--- config.mk ---
export PLATFORM = sky130hd
export DESIGN_NAME = drop_controller
export DESIGN_NICKNAME = d
export VERILOG_FILES = /design/src/rtl/drop_controller.sv
export SDC_FILE = /design/constraint.sdc
export NUM_CORES = 1
export LEC_CHECK = 0
export CAP_MARGIN = 20
export CORE_ASPECT_RATIO = 1.4
export CORE_UTILIZATION = 28
export CTS_CLUSTER_DIAMETER = 50
export DETAILED_ROUTE_END_ITERATION = 6
export GPL_ROUTABILITY_DRIVEN = 0
export SLEW_MARGIN = 40
export SYNTH_ARGS = -nofsm -noshare
export SYNTH_HDL_FRONTEND = slang
export SYNTH_SLANG_ARGS = --single-unit
--- constraint.sdc ---
create_clock -name clk -period 8.65 [get_ports clk]
set_input_delay 1.73 -clock clk [delete_from_list [all_inputs] [get_ports clk]]
set_output_delay 1.73 -clock clk [all_outputs]
set_load 0.01 [all_outputs]
--- src/rtl/drop_controller.sv ---
// drop_controller: column-drop game controller.
// Tracks per-column fill heights, rotates players, emits one board RAM write
// per accepted drop and hands the placed coin to an external win checker.
// Optional feature macro: DROP_DRAW_EN. When it is defined, a full board with
// no winner ends the game as a draw. When it is not defined, draw is tied to 0.
module drop_controller #(
  parameter int NUM_COLS    = 7,
  parameter int NUM_ROWS    = 6,
  parameter int NUM_PLAYERS = 2,
  localparam int CW = $clog2(NUM_COLS),
  localparam int AW = $clog2(NUM_COLS*NUM_ROWS),
  localparam int PW = $clog2(NUM_PLAYERS+1)
) (
  input  logic          clk,
  input  logic          rst,
  input  logic          new_game,
  input  logic          enter,
  input  logic [CW-1:0] col_sel,
  input  logic          chk_done,
  input  logic          chk_win,
  output logic          wen,
  output logic [AW-1:0] waddr,
  output logic [PW-1:0] wdata,
  output logic          chk_req,
  output logic [AW-1:0] chk_addr,
  output logic [PW-1:0] player,
  output logic [PW-1:0] winner,
  output logic          game_over,
  output logic          draw,
  output logic          reject,
  output logic          busy
);

  localparam int HW    = $clog2(NUM_ROWS+1);
  localparam int CELLS = NUM_COLS*NUM_ROWS;
  localparam int MW    = $clog2(CELLS+1);

  typedef enum logic [2:0] {
    S_IDLE    = 3'd0,
    S_WRITE   = 3'd1,
    S_CHECK   = 3'd2,
    S_ADVANCE = 3'd3,
    S_OVER    = 3'd4
  } state_t;

  state_t        state_q, state_d;
  logic          enter_q;
  logic          enter_edge;
  logic [HW-1:0] height_q [NUM_COLS];
  logic [HW-1:0] height_sel;
  logic          col_ok;
  logic          col_full;
  logic [CW-1:0] col_q, col_d;
  logic [HW-1:0] row_q, row_d;
  logic [PW-1:0] player_q, player_d;
  logic [PW-1:0] winner_q, winner_d;
  logic          wen_q, wen_d;
  logic [AW-1:0] waddr_q, waddr_d;
  logic [PW-1:0] wdata_q, wdata_d;
  logic          chk_req_q, chk_req_d;
  logic [AW-1:0] chk_addr_q, chk_addr_d;
  logic          reject_q, reject_d;
  logic          busy_q, busy_d;
  logic          game_over_q, game_over_d;

`ifdef DROP_DRAW_EN
  logic [MW-1:0] move_q;
  logic          draw_q, draw_d;
  logic          board_full;
`endif

  // Board address of a cell; row 0 is the bottom row.
  function automatic logic [AW-1:0] cell_addr(input logic [HW-1:0] r,
                                              input logic [CW-1:0] c);
    return AW'(r) * AW'(NUM_COLS) + AW'(c);
  endfunction

  assign enter_edge = enter & ~enter_q;

  // Look up the selected column's height; out-of-range columns match nothing.
  always_comb begin
    height_sel = '0;
    col_ok     = 1'b0;
    for (int c = 0; c < NUM_COLS; c++) begin
      if (col_sel == CW'(c)) begin
        height_sel = height_q[c];
        col_ok     = 1'b1;
      end
    end
  end

  assign col_full = (height_sel == HW'(NUM_ROWS));

  // Next-state and registered-output computation; new_game overrides all.
  always_comb begin
    state_d  = state_q;
    col_d    = col_q;
    row_d    = row_q;
    player_d = player_q;
    winner_d = winner_q;
    reject_d = 1'b0;
`ifdef DROP_DRAW_EN
    draw_d   = draw_q;
`endif

    case (state_q)
      S_IDLE: begin
        if (enter_edge) begin
          if (!col_ok || col_full) begin
            reject_d = 1'b1;
          end else begin
            col_d   = col_sel;
            row_d   = height_sel;
            state_d = S_WRITE;
          end
        end
      end
      S_WRITE: begin
        state_d = S_CHECK;
      end
      S_CHECK: begin
        if (chk_done) begin
          if (chk_win) begin
            winner_d = player_q + 1'b1;
            state_d  = S_OVER;
`ifdef DROP_DRAW_EN
          end else if (board_full) begin
            draw_d  = 1'b1;
            state_d = S_OVER;
`endif
          end else begin
            state_d = S_ADVANCE;
          end
        end
      end
      S_ADVANCE: begin
        player_d = (player_q == PW'(NUM_PLAYERS-1)) ? '0 : player_q + 1'b1;
        state_d  = S_IDLE;
      end
      S_OVER: begin
        state_d = S_OVER;
      end
      default: begin
        state_d = S_IDLE;
      end
    endcase

    if (new_game) begin
      state_d  = S_IDLE;
      player_d = '0;
      winner_d = '0;
      reject_d = 1'b0;
`ifdef DROP_DRAW_EN
      draw_d   = 1'b0;
`endif
    end

    // Outputs are registered, so they are derived from the upcoming state.
    wen_d       = (state_d == S_WRITE);
    waddr_d     = wen_d ? cell_addr(row_d, col_d) : waddr_q;
    wdata_d     = wen_d ? player_q + 1'b1 : wdata_q;
    chk_req_d   = (state_d == S_CHECK);
    chk_addr_d  = (chk_req_d && state_q == S_WRITE) ? waddr_q : chk_addr_q;
    busy_d      = (state_d == S_WRITE) || (state_d == S_CHECK) ||
                  (state_d == S_ADVANCE);
    game_over_d = (state_d == S_OVER);
  end

  // State, control and registered outputs.
  always_ff @(posedge clk) begin
    if (!rst) begin
      state_q     <= S_IDLE;
      enter_q     <= 1'b1;
      player_q    <= '0;
      winner_q    <= '0;
      wen_q       <= 1'b0;
      waddr_q     <= '0;
      wdata_q     <= '0;
      chk_req_q   <= 1'b0;
      chk_addr_q  <= '0;
      reject_q    <= 1'b0;
      busy_q      <= 1'b0;
      game_over_q <= 1'b0;
    end else begin
      state_q     <= state_d;
      enter_q     <= enter;
      player_q    <= player_d;
      winner_q    <= winner_d;
      wen_q       <= wen_d;
      waddr_q     <= waddr_d;
      wdata_q     <= wdata_d;
      chk_req_q   <= chk_req_d;
      chk_addr_q  <= chk_addr_d;
      reject_q    <= reject_d;
      busy_q      <= busy_d;
      game_over_q <= game_over_d;
    end
  end

  // Latched drop target; only meaningful while a drop is in flight.
  always_ff @(posedge clk) begin
    col_q <= col_d;
    row_q <= row_d;
  end

  // Column heights grow by one on each board write; new_game wins over a write.
  always_ff @(posedge clk) begin
    for (int c = 0; c < NUM_COLS; c++) begin
      if (!rst || new_game) begin
        height_q[c] <= '0;
      end else if (state_q == S_WRITE && col_q == CW'(c)) begin
        height_q[c] <= height_q[c] + 1'b1;
      end
    end
  end

`ifdef DROP_DRAW_EN
  // Move counter and draw flag for full-board detection.
  always_ff @(posedge clk) begin
    if (!rst || new_game) begin
      move_q <= '0;
      draw_q <= 1'b0;
    end else begin
      draw_q <= draw_d;
      if (state_q == S_WRITE) begin
        move_q <= move_q + 1'b1;
      end
    end
  end

  assign board_full = (move_q == MW'(CELLS));
  assign draw       = draw_q;
`else
  assign draw = 1'b0;
`endif

  assign wen       = wen_q;
  assign waddr     = waddr_q;
  assign wdata     = wdata_q;
  assign chk_req   = chk_req_q;
  assign chk_addr  = chk_addr_q;
  assign player    = player_q;
  assign winner    = winner_q;
  assign game_over = game_over_q;
  assign reject    = reject_q;
  assign busy      = busy_q;

endmodule
==> impl_metrics.csv, run 1 <==
group,metric,value,unit
run_status,outcome,"finished clean",
clock_network,cts_setup_buffers,0,
setup_path,arrival,6190,ps
final_layout,layout-drive-gt1-share,7.12,%
grt,grt_remaining_overflow,0,
setup_path,crit_fanout,11,
clock_network,worstSkewPairLatency,300,ps
setup_path,end_kind,"register",
floorplan,die-area,10800,um2
synth,synth-edff-count,21,
clock_network,htreeDepth,2,
timing,fin_skew,8.40,ps
grt,grt_pass1_wl,10200,um
power_and_ir_drop,power.density,174,nW/um2
drt,vias_per_cell,4.57,
place,dp.cells,436,
synth,yosysWarnings,0,
floorplan,die_w,88.1,um
worst_hold_path,whs_path_depth,2,
synth,synth.avg_cell_area,10.3,um2
timing,fmaxAchievable,168,MHz
place,place_ws,2390,ps
timing,fin_ws,2680,ps
setup_path,crit-reg2reg-capture,"waddr[4]",
drt,vias,2031,
drt,ant_nets,0,
setup_path,crit_type,"in -> reg",
timing,period_share,69.0,%
power_and_ir_drop,p_leak,1.41,nW
drt,wl_per_cell,13.6,um
clock_network,clkTransAtPathRegs,70,ps
grt,grt_use_met3,3.09,%
timing,rsz0062_at_grt,"false",
synth,async_flop_share,0,%
clock_network,cts_tree,"built",
final_layout,layout.nets,340,
timing,max-slew-margin-rel,48.0,%
setup_path,reg2regPathDepth,15,
synth,yosysTopAreaCell,"dfxtp_1",
synth,synth_cells,281,
floorplan,dieHeight,123,um
timing,finalSetupTns,0,ps
clock_network,cts.path.max_buffers,2,
grt,grtUsageMet1,14.9,%
place,numPortBuffers,31,
clock_network,clkSinkCount,54,
floorplan,core_region_area,10000,um2
grt,grt_pass1_vias,2085,
grt,grtUsageMet2,20.6,%
worst_hold_path,min-delay-start,"wdata[0]",
synth,ys_seq_area_share,44.4,%
grt,grt.total_usage,12.4,%
worst_hold_path,min-delay-path-class,"reg -> reg",
floorplan,start_util,29.0,%
grt,busiest_layer,"met2",
setup_path,setup.worst_path.start_class,"primary input",
grt,grt_start_max_net_pins,24,
synth,synth-seq-cells,54,
drt,drc,0,
synth,syn_area,2910,um2
clock_network,cts-resized-gates,0,
final_layout,layout_commonest_cell,"nand2_1",
setup_path,reg2reg_slack,4500,ps
timing,finalCriticalPeriod,5970,ps
drt,first_iter_violations,127,
final_layout,final_cell_mix,"nand2_1, dfxtp_1, nor2_1",
synth,yosysUniqueCellTypes,49,
clock_network,hold_buffers,0,
job,drv_cap,0,
final_layout,finalNonFillerCells,444,
timing,setup_viol,0,
synth,synth_top_area_share,22.7,%
place,dp.final_hpwl,4570,um
grt,grt_antenna_before_repair,0,
synth,synth_area_leaders,"dfxtp_1, edfxtp_1, ha_1",
clock_network,cts_buffers,5,
synth,ys.flop_type,"dfxtp_1",
worst_hold_path,holdPathEnd,"wdata[0]",
final_layout,area_growth,19.4,%
floorplan,ioPinCount,33,
timing,slew_violations,0,
clock_network,cts_root_buf,"clkbuf_16",
power_and_ir_drop,ir_drop,0.135,mV
synth,synth_fp_nets,313,
drt,first_pass_iters,4,
setup_path,r2r_start,"height_q[1][0]",
timing,hold_viol,0,
final_layout,diodes,0,
timing,tightest_slew,778,ps
setup_path,worstPathRequired,8870,ps
drt,wl,6020,um
floorplan,placementRows,43,
per-layer routing:
metal  part of all wire [%]  routed length (um)
met1                     44                2670
met2                     48                2920
met3                    3.9                 235
met4                    3.3                 199
met5                      0                   0
Yosys cell counts (3+ instances only):
cell type  count
and3_1         8
xnor2_1        9
nand2_1       34
edfxtp_1      21
nand3b_1       3
mux2i_1       23
a211oi_1       3
nand2b_1       8
ha_1          19
clkbuf_1       6
inv_1         14
nor3_1         3
mux2_2         6
nor2b_1        5
fa_1           4
nor2_1        32
dfxtp_1       33
nand3_1        4
a21oi_1        5
o21ai_0        7
critical path, cell delays in order:
cell and delay (ps):
clkdlybuf4s50_1 740, mux4_1 690, nor2b_4 180, a21oi_4 70, nand3_4 180, mux2_2 400
fa_1 510, inv_1 50, fa_1 600, inv_1 60, ha_1 280, a21o_1 160
a21oi_1 170, xnor2_1 140, nand2_1 70, mux2i_1 150
worst max path at each step:
stage	slack (ps)	to	start
4_1_cts	2670	waddr[4]	col_sel[0]
3_3_place_gp	2440	waddr[4]	col_sel[0]
3_5_place_dp	2390	waddr[4]	col_sel[0]
5_1_grt	2410	waddr[4]	col_sel[0]
6_report	2680	waddr[4]	col_sel[0]
2_1_floorplan	3320	waddr[4]	col_sel[0]
area by class of cell:
| cell class | instances | area (um2) |
|---|---|---|
| clock buffers | 7 | 133 |
| clock inverters | 1 | 6.26 |
| fillers | 1042 | 6540 |
| inverters | 14 | 52.6 |
| multi-input cells | 201 | 1500 |
| flip-flops and latches | 54 | 1290 |
| well taps | 135 | 169 |
| repair buffers | 32 | 318 |
registers in the layout (all words and copies together) (netlist names):
name,flops
chk_req,1
enter_q,1
wen,1
state_q,3
player,2
height_q,21
reject,1
winner,2
wdata,2
chk_addr,6
game_over,1
row_q,3
col_q,3
waddr,6
busy,1
cells by family (layout without fill, tap and decap cells):
group / after synthesis / count (layout) / share of synthesized area, %
AOI/OAI and AO/OA: 28 / 28 / 6.67
xor gates and xnor gates: 9 / 9 / 2.71
adders and majority gates: 23 / 23 / 10.9
DFF: 54 / 54 / 44.4
muxes: 31 / 31 / 11.9
other: 1 / 1 / 0.129
buffers and inverters: 26 / 54 / 4.18
and+or+nand+nor: 109 / 109 / 19.0
power breakdown:
part           internal [mW]  switching (mW)  total [mW]
logic                 0.0524          0.0598       0.112
registers              0.276          0.0137       0.290
clock network          0.108          0.0920       0.200
total                  0.437           0.165       0.602
through the flow:
| stage | util [%] | instance area, um2 | power (mW) | hold WS [ps] |
|---|---|---|---|---|
| 2_1_floorplan | - | 2910 | 0.377 | 482 |
| 3_5_place_dp | 33.3 | 3330 | 0.409 | 457 |
| 4_1_cts | 34.7 | 3470 | 0.611 | 468 |
| 3_3_place_gp | 33.3 | 3330 | 0.408 | 456 |
| 5_1_grt | 34.7 | 3470 | 0.641 | 506 |
| 6_report | 34.7 | 3470 | 0.602 | 465 |
(Power assumes the default switching activity.)
==> run 2, diff against run 1 <==
- clock period: 8.65 -> 6.13 ns (I/O delays scaled with it)
==> impl_metrics.csv, run 2 (synthesized netlist as in run 1, its figures left out) <==
group,metric,value,unit
grt,grt_use_met3,2.56,%
final_layout,diodes,0,
timing,max-slew-margin-rel,49.7,%
power_and_ir_drop,p_sw,0.239,mW
grt,grt_antenna_before_repair,0,
floorplan,die_w,88.1,um
setup_path,worstPathRequired,6340,ps
clock_network,cts_root_buf,"clkbuf_16",
grt,grtUsageMet2,21.7,%
drt,vias_per_cell,4.63,
final_layout,layout.nets,340,
clock_network,cts_tree,"built",
grt,grt_start_max_net_pins,24,
setup_path,arrival,5660,ps
final_layout,final_cell_mix,"nand2_1, dfxtp_1, nor2_1",
setup_path,crit_type,"in -> reg",
grt,busiest_layer,"met2",
timing,hold_viol,0,
place,placed_area,3330,um2
floorplan,dieHeight,123,um
timing,rsz0062_at_grt,"false",
final_layout,layout_commonest_cell,"nand2_1",
timing,tightest_slew,752,ps
worst_hold_path,min-delay-path-class,"reg -> reg",
drt,first_pass_iters,4,
drt,first_iter_violations,136,
clock_network,worstSkewPairLatency,300,ps
power_and_ir_drop,swShare,27.8,%
power_and_ir_drop,power.density,247,nW/um2
drt,wl_per_cell,13.7,um
clock_network,hold_buffers,0,
clock_network,clkTransAtPathRegs,70,ps
power_and_ir_drop,pwr-share-clk,33.8,%
final_layout,largest_register_ffs,21,
setup_path,end_kind,"register",
power_and_ir_drop,pwr-share-comb,18.6,%
drt,wl,6090,um
timing,finalSetupTns,0,ps
place,dp.cells,436,
power_and_ir_drop,seqPwrFrac,47.6,%
clock_network,cts-resized-gates,0,
timing,fin_skew,8.97,ps
grt,grt_remaining_overflow,0,
grt,grt.total_usage,12.5,%
floorplan,core_region_area,10000,um2
grt,grt_pass1_wl,10500,um
run_status,outcome,"finished clean",
drt,ant_nets,0,
floorplan,ioPinCount,33,
drt,vias,2055,
clock_network,htreeDepth,2,
timing,finalCriticalPeriod,5450,ps
final_layout,finalNonFillerCells,444,
setup_path,setup.worst_path.start_class,"primary input",
power_and_ir_drop,p_leak,1.42,nW
place,dp.final_hpwl,4700,um
final_layout,final_area,3480,um2
floorplan,placementRows,43,
final_layout,top_register,"height_q",
timing,slew_violations,0,
place,numPortBuffers,31,
floorplan,die-area,10800,um2
power_and_ir_drop,p_int,0.620,mW
timing,setup_viol,0,
power_and_ir_drop,ir_drop,0.159,mV
timing,fmaxAchievable,184,MHz
clock_network,cts.path.max_buffers,2,
job,drv_cap,0,
floorplan,start_util,29.0,%
final_layout,layout-drive-gt1-share,7.77,%
setup_path,crit_fanout,11,
drt,drc,0,
clock_network,cts_buffers,5,
final_layout,final_core_util,34.7,%
clock_network,clkSinkCount,54,
grt,grt_pass1_vias,2098,
timing,period_share,88.9,%
final_layout,area_growth,19.6,%
grt,grtUsageMet1,15.4,%
clock_network,cts_setup_buffers,0,
==> run 2: cell type report <==
cell class / instances / area [um2]
sequential: 54 / 1290
timing repair buffer: 32 / 318
multi-input combinational: 201 / 1500
tap: 135 / 169
fill: 1049 / 6530
clock buffer: 6 / 133
clock inverter: 2 / 13.8
inverter: 14 / 52.6
==> run 2: power groups by stage <==
stage	Clock, mW	Combinational [mW]	Sequential [mW]
2_1_floorplan	0	0.126	0.406
3_3_place_gp	0	0.158	0.417
3_5_place_dp	0	0.162	0.418
4_1_cts	0.300	0.163	0.409
5_1_grt	0.313	0.185	0.412
6_report	0.291	0.160	0.409
==> run 2: worst max-delay path: stages <==
cell and delay (ps):
clkdlybuf4s50_1 740, mux4_1 690, nor2b_4 170, a21oi_4 70, nand3_4 180, mux2_2 410
fa_1 520, inv_1 60, fa_1 520, fa_1 470, nor2b_1 130, o21a_1 130
nor3_1 40, nand3b_1 140, mux2i_1 160
==> run 2: metrics by stage <==
| step | hold WS (ps) | power, mW | worst slack (ps) |
|---|---|---|---|
| final | 465 | 0.860 | 681 |
| after CTS | 468 | 0.873 | 654 |
| after floorplan | 482 | 0.532 | 1310 |
| after global placement | 456 | 0.575 | 427 |
| after global routing | 507 | 0.910 | 417 |
| after detailed placement | 460 | 0.580 | 372 |
==> run 2: worst paths after layout <==
| path | from | endpoint | slack [ps] | depth (start not counted) |
|---|---|---|---|---|
| max reg2reg | height_q[1][0] | waddr[5] | 2010 | 14 |
| max | col_sel[0] | waddr[5] | 680 | 15 |
| min reg2reg | wdata[0] | wdata[0] | 460 | 2 |
| min | wdata[0] | wdata[0] | 460 | 2 |
==> run 2: layer usage <==
layer / wire length, um / part of all wire [%]
met1: 2690 / 44
met4: 93 / 1.5
met3: 218 / 3.6
met5: 0 / 0
met2: 3080 / 51
